<file path="src/rtl/pe_stream_bridge.sv">
// rtl/pe_stream_bridge.sv - stream-to-BRAM front end and result drain for the 8x8 PE-array controller
//
// Ports:
//   clk, reset          single clock, synchronous active-high reset
//   s_data/s_valid/s_last/s_ready
//                       operand stream: A (L*L words, row-major) then B (L*L words)
//   m_data/m_valid/m_last/m_ready
//                       result stream: L*L words read back from BRAM
//   bram_addr/bram_wrdata/bram_we/bram_rddata
//                       BRAM port A, byte addressed, read data one cycle after address
//   pe_start, pe_done   controller handshake (one-cycle start, done held several cycles)
//   busy, err           state != IDLE; sticky framing error
//   cycle_cnt           only with PE_STREAM_BRIDGE_CYCLE_CNT_EN: controller compute cycles
//
// Optional feature macro: PE_STREAM_BRIDGE_CYCLE_CNT_EN

module pe_stream_bridge #(
  parameter int DATA_WIDTH      = 32,
  parameter int BRAM_ADDR_WIDTH = 15,
  parameter int LINE_SIZE       = 8,
  parameter int CNT_WIDTH       = 8
) (
  input  logic                       clk,
  input  logic                       reset,
  input  logic [DATA_WIDTH-1:0]      s_data,
  input  logic                       s_valid,
  input  logic                       s_last,
  output logic                       s_ready,
  output logic [DATA_WIDTH-1:0]      m_data,
  output logic                       m_valid,
  output logic                       m_last,
  input  logic                       m_ready,
  output logic [BRAM_ADDR_WIDTH-1:0] bram_addr,
  output logic [DATA_WIDTH-1:0]      bram_wrdata,
  output logic [DATA_WIDTH/8-1:0]    bram_we,
  input  logic [DATA_WIDTH-1:0]      bram_rddata,
  output logic                       pe_start,
  input  logic                       pe_done,
  output logic                       busy,
`ifdef PE_STREAM_BRIDGE_CYCLE_CNT_EN
  output logic [31:0]                cycle_cnt,
`endif
  output logic                       err
);

  localparam int BYTES     = DATA_WIDTH / 8;
  localparam int RES_WORDS = LINE_SIZE * LINE_SIZE;
  localparam int JOB_WORDS = 2 * RES_WORDS;
  localparam logic [CNT_WIDTH-1:0]  JOB_LAST = CNT_WIDTH'(JOB_WORDS - 1);
  localparam logic [CNT_WIDTH-1:0]  RES_LAST = CNT_WIDTH'(RES_WORDS - 1);
  localparam logic [BYTES-1:0]      WE_ALL   = '1;

  // DRAIN_ADDR: read address is on the bus; DRAIN_WAIT: RAM output valid, captured
  // into m_data; DRAIN_OUT: result held until downstream takes it.
  typedef enum logic [2:0] {
    IDLE,
    FILL,
    KICK,
    BUSY,
    DRAIN_ADDR,
    DRAIN_WAIT,
    DRAIN_OUT
  } state_t;

  state_t                     state, state_d;
  logic [CNT_WIDTH-1:0]       wr_cnt, wr_cnt_d;
  logic [CNT_WIDTH-1:0]       rd_cnt, rd_cnt_d;
  logic                       done_q;
  logic                       s_ready_d;
  logic [BRAM_ADDR_WIDTH-1:0] bram_addr_d;
  logic [DATA_WIDTH-1:0]      bram_wrdata_d;
  logic [BYTES-1:0]           bram_we_d;
  logic [DATA_WIDTH-1:0]      m_data_d;
  logic                       m_valid_d;
  logic                       m_last_d;
  logic                       pe_start_d;
  logic                       err_d;
  logic                       accept;

  function automatic logic [BRAM_ADDR_WIDTH-1:0] word_addr(input logic [CNT_WIDTH-1:0] k);
    return BRAM_ADDR_WIDTH'(32'(k) * BYTES);
  endfunction

  assign accept = s_valid & s_ready;
  assign busy   = (state != IDLE);

  always_comb begin
    state_d       = state;
    wr_cnt_d      = wr_cnt;
    rd_cnt_d      = rd_cnt;
    s_ready_d     = 1'b0;
    bram_addr_d   = bram_addr;
    bram_wrdata_d = bram_wrdata;
    bram_we_d     = '0;
    m_data_d      = m_data;
    m_valid_d     = m_valid;
    m_last_d      = m_last;
    pe_start_d    = 1'b0;
    err_d         = err;

    case (state)
      IDLE: begin
        // A done still high from the previous job blocks new input until it falls.
        s_ready_d = ~pe_done;
        if (accept) begin
          bram_addr_d   = word_addr('0);
          bram_wrdata_d = s_data;
          bram_we_d     = WE_ALL;
          if (s_last) begin
            err_d    = 1'b1;
            wr_cnt_d = '0;
          end else begin
            state_d   = FILL;
            wr_cnt_d  = CNT_WIDTH'(1);
            s_ready_d = 1'b1;
          end
        end
      end

      FILL: begin
        s_ready_d = 1'b1;
        if (accept) begin
          bram_addr_d   = word_addr(wr_cnt);
          bram_wrdata_d = s_data;
          bram_we_d     = WE_ALL;
          wr_cnt_d      = wr_cnt + 1'b1;
          if (wr_cnt == JOB_LAST) begin
            // A missing s_last is flagged but the full job is still computed.
            if (!s_last) begin
              err_d = 1'b1;
            end
            state_d   = KICK;
            s_ready_d = 1'b0;
            wr_cnt_d  = '0;
          end else if (s_last) begin
            err_d     = 1'b1;
            state_d   = IDLE;
            s_ready_d = ~pe_done;
            wr_cnt_d  = '0;
          end
        end
      end

      // The final write is on the bus this cycle; start goes out on the next one.
      KICK: begin
        pe_start_d = 1'b1;
        state_d    = BUSY;
      end

      BUSY: begin
        if (pe_done && !done_q) begin
          state_d     = DRAIN_ADDR;
          rd_cnt_d    = '0;
          bram_addr_d = word_addr('0);
        end
      end

      DRAIN_ADDR: begin
        state_d = DRAIN_WAIT;
      end

      DRAIN_WAIT: begin
        m_data_d  = bram_rddata;
        m_valid_d = 1'b1;
        m_last_d  = (rd_cnt == RES_LAST);
        state_d   = DRAIN_OUT;
      end

      DRAIN_OUT: begin
        if (m_ready) begin
          m_valid_d = 1'b0;
          m_last_d  = 1'b0;
          if (rd_cnt == RES_LAST) begin
            state_d   = IDLE;
            rd_cnt_d  = '0;
            s_ready_d = ~pe_done;
          end else begin
            rd_cnt_d    = rd_cnt + 1'b1;
            bram_addr_d = word_addr(rd_cnt + 1'b1);
            state_d     = DRAIN_ADDR;
          end
        end
      end

      default: begin
        state_d = IDLE;
      end
    endcase
  end

  always_ff @(posedge clk) begin
    if (reset) begin
      state       <= IDLE;
      wr_cnt      <= '0;
      rd_cnt      <= '0;
      done_q      <= 1'b0;
      s_ready     <= 1'b0;
      bram_addr   <= '0;
      bram_wrdata <= '0;
      bram_we     <= '0;
      m_data      <= '0;
      m_valid     <= 1'b0;
      m_last      <= 1'b0;
      pe_start    <= 1'b0;
      err         <= 1'b0;
    end else begin
      state       <= state_d;
      wr_cnt      <= wr_cnt_d;
      rd_cnt      <= rd_cnt_d;
      done_q      <= pe_done;
      s_ready     <= s_ready_d;
      bram_addr   <= bram_addr_d;
      bram_wrdata <= bram_wrdata_d;
      bram_we     <= bram_we_d;
      m_data      <= m_data_d;
      m_valid     <= m_valid_d;
      m_last      <= m_last_d;
      pe_start    <= pe_start_d;
      err         <= err_d;
    end
  end

`ifdef PE_STREAM_BRIDGE_CYCLE_CNT_EN
  // pe_start is high in the first BUSY cycle, so counting restarts from there.
  always_ff @(posedge clk) begin
    if (reset) begin
      cycle_cnt <= '0;
    end else if (pe_start) begin
      cycle_cnt <= '0;
    end else if (state == BUSY) begin
      cycle_cnt <= cycle_cnt + 32'd1;
    end
  end
`else
  // No compute-latency counter in this build.
`endif

endmodule

</file>
<file path="config.mk">
export PLATFORM = sky130hd
export DESIGN_NAME = pe_stream_bridge
export DESIGN_NICKNAME = d
export VERILOG_FILES = /design/src/rtl/pe_stream_bridge.sv
export SDC_FILE = /design/constraint.sdc
export NUM_CORES = 1
export LEC_CHECK = 0
export ABC_AREA = 1
export BUFFER_PORTS_ARGS = -buffer_cell sky130_fd_sc_hd__buf_2
export CAP_MARGIN = 5
export CELL_PAD_IN_SITES_DETAIL_PLACEMENT = 1
export CELL_PAD_IN_SITES_GLOBAL_PLACEMENT = 1
export CORE_MARGIN = 10
export CORE_UTILIZATION = 30
export CTS_CLUSTER_SIZE = 12
export DETAILED_ROUTE_END_ITERATION = 7
export PLACE_DENSITY_LB_ADDON = 0.1
export SYNTH_ARGS = -nofsm -noshare
export SYNTH_HDL_FRONTEND = slang
export SYNTH_SLANG_ARGS = --single-unit
</file>
<file path="constraint.sdc">
create_clock -name clk -period 1.4 [get_ports clk]
set_input_delay 0.28 -clock clk [delete_from_list [all_inputs] [get_ports clk]]
set_output_delay 0.28 -clock clk [all_outputs]
set_load 0.05 [all_outputs]
</file>
==> run summary <==
### Final layout
* combined area of the multi-input logic cells: 0.00207 mm²
* ANT cells: 0
* final non-filler cell area: 0.00584 mm²
* area taken by flip-flops and latches: 0.00198 mm²
* Synth-to-Final Area Change: 43.8%
* Final nets: 805
* final design utilization: 0.441
* count of fill cells added during filler insertion: 1698
* fraction of final layout cells with drive strength greater than 1: 0.374

### Global route
* met1 routing resource usage after global routing: 0.169
* antenna violations before repair: 0
* largest net degree at the start of global routing: 54
* busiest grt layer: met2
* Global Route Usage Sum: 0.147
* met3 Usage GRT: 0.0498
* number of global-route vias before repair: 4371
* met2 routing resource usage after global routing: 0.247
* grt ovf: 0
* first-pass GRT wire length: 22.0 mm

### Critical path
* Worst setup EP type: primary output
* FF-to-FF path depth: 9
* crit start category: flip-flop
* register-to-register setup slack: -0.06 ns
* worst reg2reg startpoint: state[1]$_SDFFE_PP0P_
* Crit Reg-Reg Endpoint: bram_addr[4]$_SDFFE_PP0P_
* arrival time at the worst endpoint: 1.19 ns
* Critical Path RT: 1.12 ns
* critical path type: flip-flop to primary output
* crit-path max FO: 7

### Synthesis
* share of flip-flops with an asynchronous set or reset: 0
* top-area cell type share of the netlist area: 0.483
* sequential cell area fraction in the yosys report: 0.483
* post-synthesis area per instance: 7.21 µm²
* number of distinct library cells after synthesis: 32
* number of synthesis warnings: 0
* FF+latch count, synth: 98
* number of standard cells after synthesis: 563
* top_reg_cell synth: sky130_fd_sc_hd__dfxtp_1
* number of enable-type register cells in the synthesized netlist: 0
* summed instance area of the synthesized netlist: 0.00406 mm²
* largest cells by area after synthesis: sky130_fd_sc_hd__dfxtp_1, sky130_fd_sc_hd__nand2_1, sky130_fd_sc_hd__nor2_1
* dominant cell type by area after synthesis: sky130_fd_sc_hd__dfxtp_1

### Timing
* total setup violations reported at the end of the flow: 4
* fin worst setup slack: -0.0727 ns
* highest attainable clock frequency: 0.679 GHz
* time the final worst path needs with I/O delays and setup: 1.47 ns
* number of hold violations in the final report: 0
* unrepaired setup endpoints after global routing: true
* clk_skew: 0.00443 ns
* pins over their slew limit: 0
* period utilisation layout: 1.05

### Placed design
* placed inst area: 0.00519 mm²
* placed wire-length estimate: 10.5 mm
* buffers added on ports: 151
* weighted congestion reported at the end of routability-driven placement: 0.844

### Die
* Die X-Extent: 136 µm
* Die H: 136 µm
* Starting Density: 0.307
* Core Rows: 42
* Die Outline Area: 0.0186 mm²
* Top Ports: 159
* Floorplan Core Area: 0.0132 mm²

### Clock tree
* clock sink count: 98
* CTS max path bufs: 2
* clock transition at the registers of the reported paths: 0.06 ns
* clock buffers created by TritonCTS: 9
* clock tree from TritonCTS: done
* htree depth: 3
* cell chosen for the clock root: sky130_fd_sc_hd__clkbuf_16
* clock latency on the worst-skew pair: 0.35 ns

### Min path
* worst hold path stage count: 3
* type of the tightest min-delay check: input port to flip-flop
* Min-Delay Startpoint: bram_rddata[5]
* hold path endpoint: m_data[5]$_SDFFE_PP0P_

### Routing
* DRC viols: 0
* number of routed nets with antenna violations: 0
* first-pass detailed-route iteration total: 4
* number of violations reported at the end of detailed-routing iteration 0: 116
* ratio of routed vias to standard cells: 4.56
* Total Wirelength: 14.1 mm
* detail-routed net length per standard cell: 15.4 µm
* total number of vias: 4167

### Power and ir drop
* reported leakage power: 2.62 nW
* highest ir drop seen on vdd: 0.915 mV
* ratio of total power to cell area: 1710 mW/mm²

### Run
* Max-Cap Viols: 0

### Run status
* status: complete, but fails checks
* violated checks: negative setup slack

[cell families (layout without fill, tap and decap cells)]
group | Yosys count | count (layout) | synth area share
compound gates | 108 | 108 | 0.138
xor+xnor | 4 | 4 | 0.00863
fa+ha+maj | 2 | 2 | 0.00616
buf+inv | 73 | 241 | 0.0845
flops | 98 | 98 | 0.483
other cells | 1 | 7 | 0.000924
simple gates | 277 | 278 | 0.278
[worst max-delay path, cell delays in order (launching register included)]
cell	delay [ns]
sky130_fd_sc_hd__dfxtp_4	0.37
sky130_fd_sc_hd__nor2_4	0.21
sky130_fd_sc_hd__nand2_4	0.10
sky130_fd_sc_hd__buf_6	0.17
[layout make-up]
cell class | count | area share
Clock buffer | 13 | 0.0463
Tap cell | 176 | 0.0377
Multi-Input combinational cell | 399 | 0.354
Inverter | 36 | 0.0236
Sequential cell | 98 | 0.340
Clock inverter | 3 | 0.00793
Timing Repair Buffer | 189 | 0.191
[metrics by stage]
step	setup WS [ns]	TNS [ns]	hold slack, ns	cells	power, mW
6_report	-0.0727	-0.171	0.177	914	9.95
5_1_grt	-0.143	-1.54	0.169	914	10.6
4_1_cts	-0.0390	-0.0698	0.161	910	9.60
3_5_place_dp	-0.142	-1.56	0.455	892	6.77
3_3_place_gp	-0.0581	-0.0856	0.437	892	6.69
2_1_floorplan	-0.00228	-0.00670	0.416	569	5.89
[placed cells by master (no fill, tap or decap), drive strengths merged]
cell type	count
clkinv	1
o21bai	3
nand2	141
nand3	21
o21a	1
buf	189
nor3	3
inv	36
dfxtp	98
xor2	4
o211ai	1
o22ai	2
a211oi	1
ha	2
clkbuf	13
o21ai	47
nor2	112
conb	7
clkinvlp	1
a21oi	53
bufinv	1
nor3b	1
[timing repair]
| action | CTS | global route |
|---|---|---|
| resized for setup | 24 | 56 |
| gates cloned | 0 | 1 |
| hold buffers | 0 | 0 |
| setup buffers | 2 | 3 |
| endpoints found under the setup margin | 78 | 74 |
| pin swaps | 5 | 15 |
[cells in the mapped netlist, types with 4 or more instances]
master                     count
sky130_fd_sc_hd__a21oi_1      53
sky130_fd_sc_hd__buf_2         8
sky130_fd_sc_hd__buf_4        11
sky130_fd_sc_hd__clkbuf_1     16
sky130_fd_sc_hd__dfxtp_1      98
sky130_fd_sc_hd__inv_1        31
sky130_fd_sc_hd__nand2_1     137
sky130_fd_sc_hd__nand3_1      19
sky130_fd_sc_hd__nor2_1      107
sky130_fd_sc_hd__o21ai_0      45
sky130_fd_sc_hd__xor2_1        4
[where the power goes]
group	switching, mW	internal (mW)
clock network	1.08	1.54
logic	2.79	1.18
registers	0.223	3.15
[sequential cells by signal, summed over array words and instances (netlist names)]
register	flops
err	1
pe_start	1
bram_addr	8
m_valid	1
bram_we	1
bram_wrdata	32
done_q	1
m_last	1
rd_cnt	8
s_ready	1
m_data	32
state	3
wr_cnt	8
[worst max path at each step]
stage                                 from  slack (ns)                         to  cells after the start
global route         state[2]$_SDFFE_PP0P_       -0.14  bram_addr[4]$_SDFFE_PP0P_                      8
finish               state[2]$_SDFFE_PP0P_       -0.07                       busy                      3
global placement    wr_cnt[0]$_SDFFE_PP0P_       -0.06      state[0]$_SDFFE_PP0P_                      8
CTS                  state[1]$_SDFFE_PP0P_       -0.04                       busy                      3
detailed placement  wr_cnt[0]$_SDFFE_PP0P_       -0.14      state[0]$_SDFFE_PP0P_                      8
floorplan           rd_cnt[0]$_SDFFE_PP0P_      -0.002  bram_addr[7]$_SDFFE_PP0P_                     11
[routing by layer]
| metal | wire length [µm] | up-vias |
|---|---|---|
| met4 | 253 | 0 |
| met3 | 919 | 21 |
| met5 | 0 | - |
| met1 | 5790 | 1951 |
| li1 | - | 2102 |
| met2 | 7100 | 93 |
No activity file was read; power rests on OpenSTA's default activity.
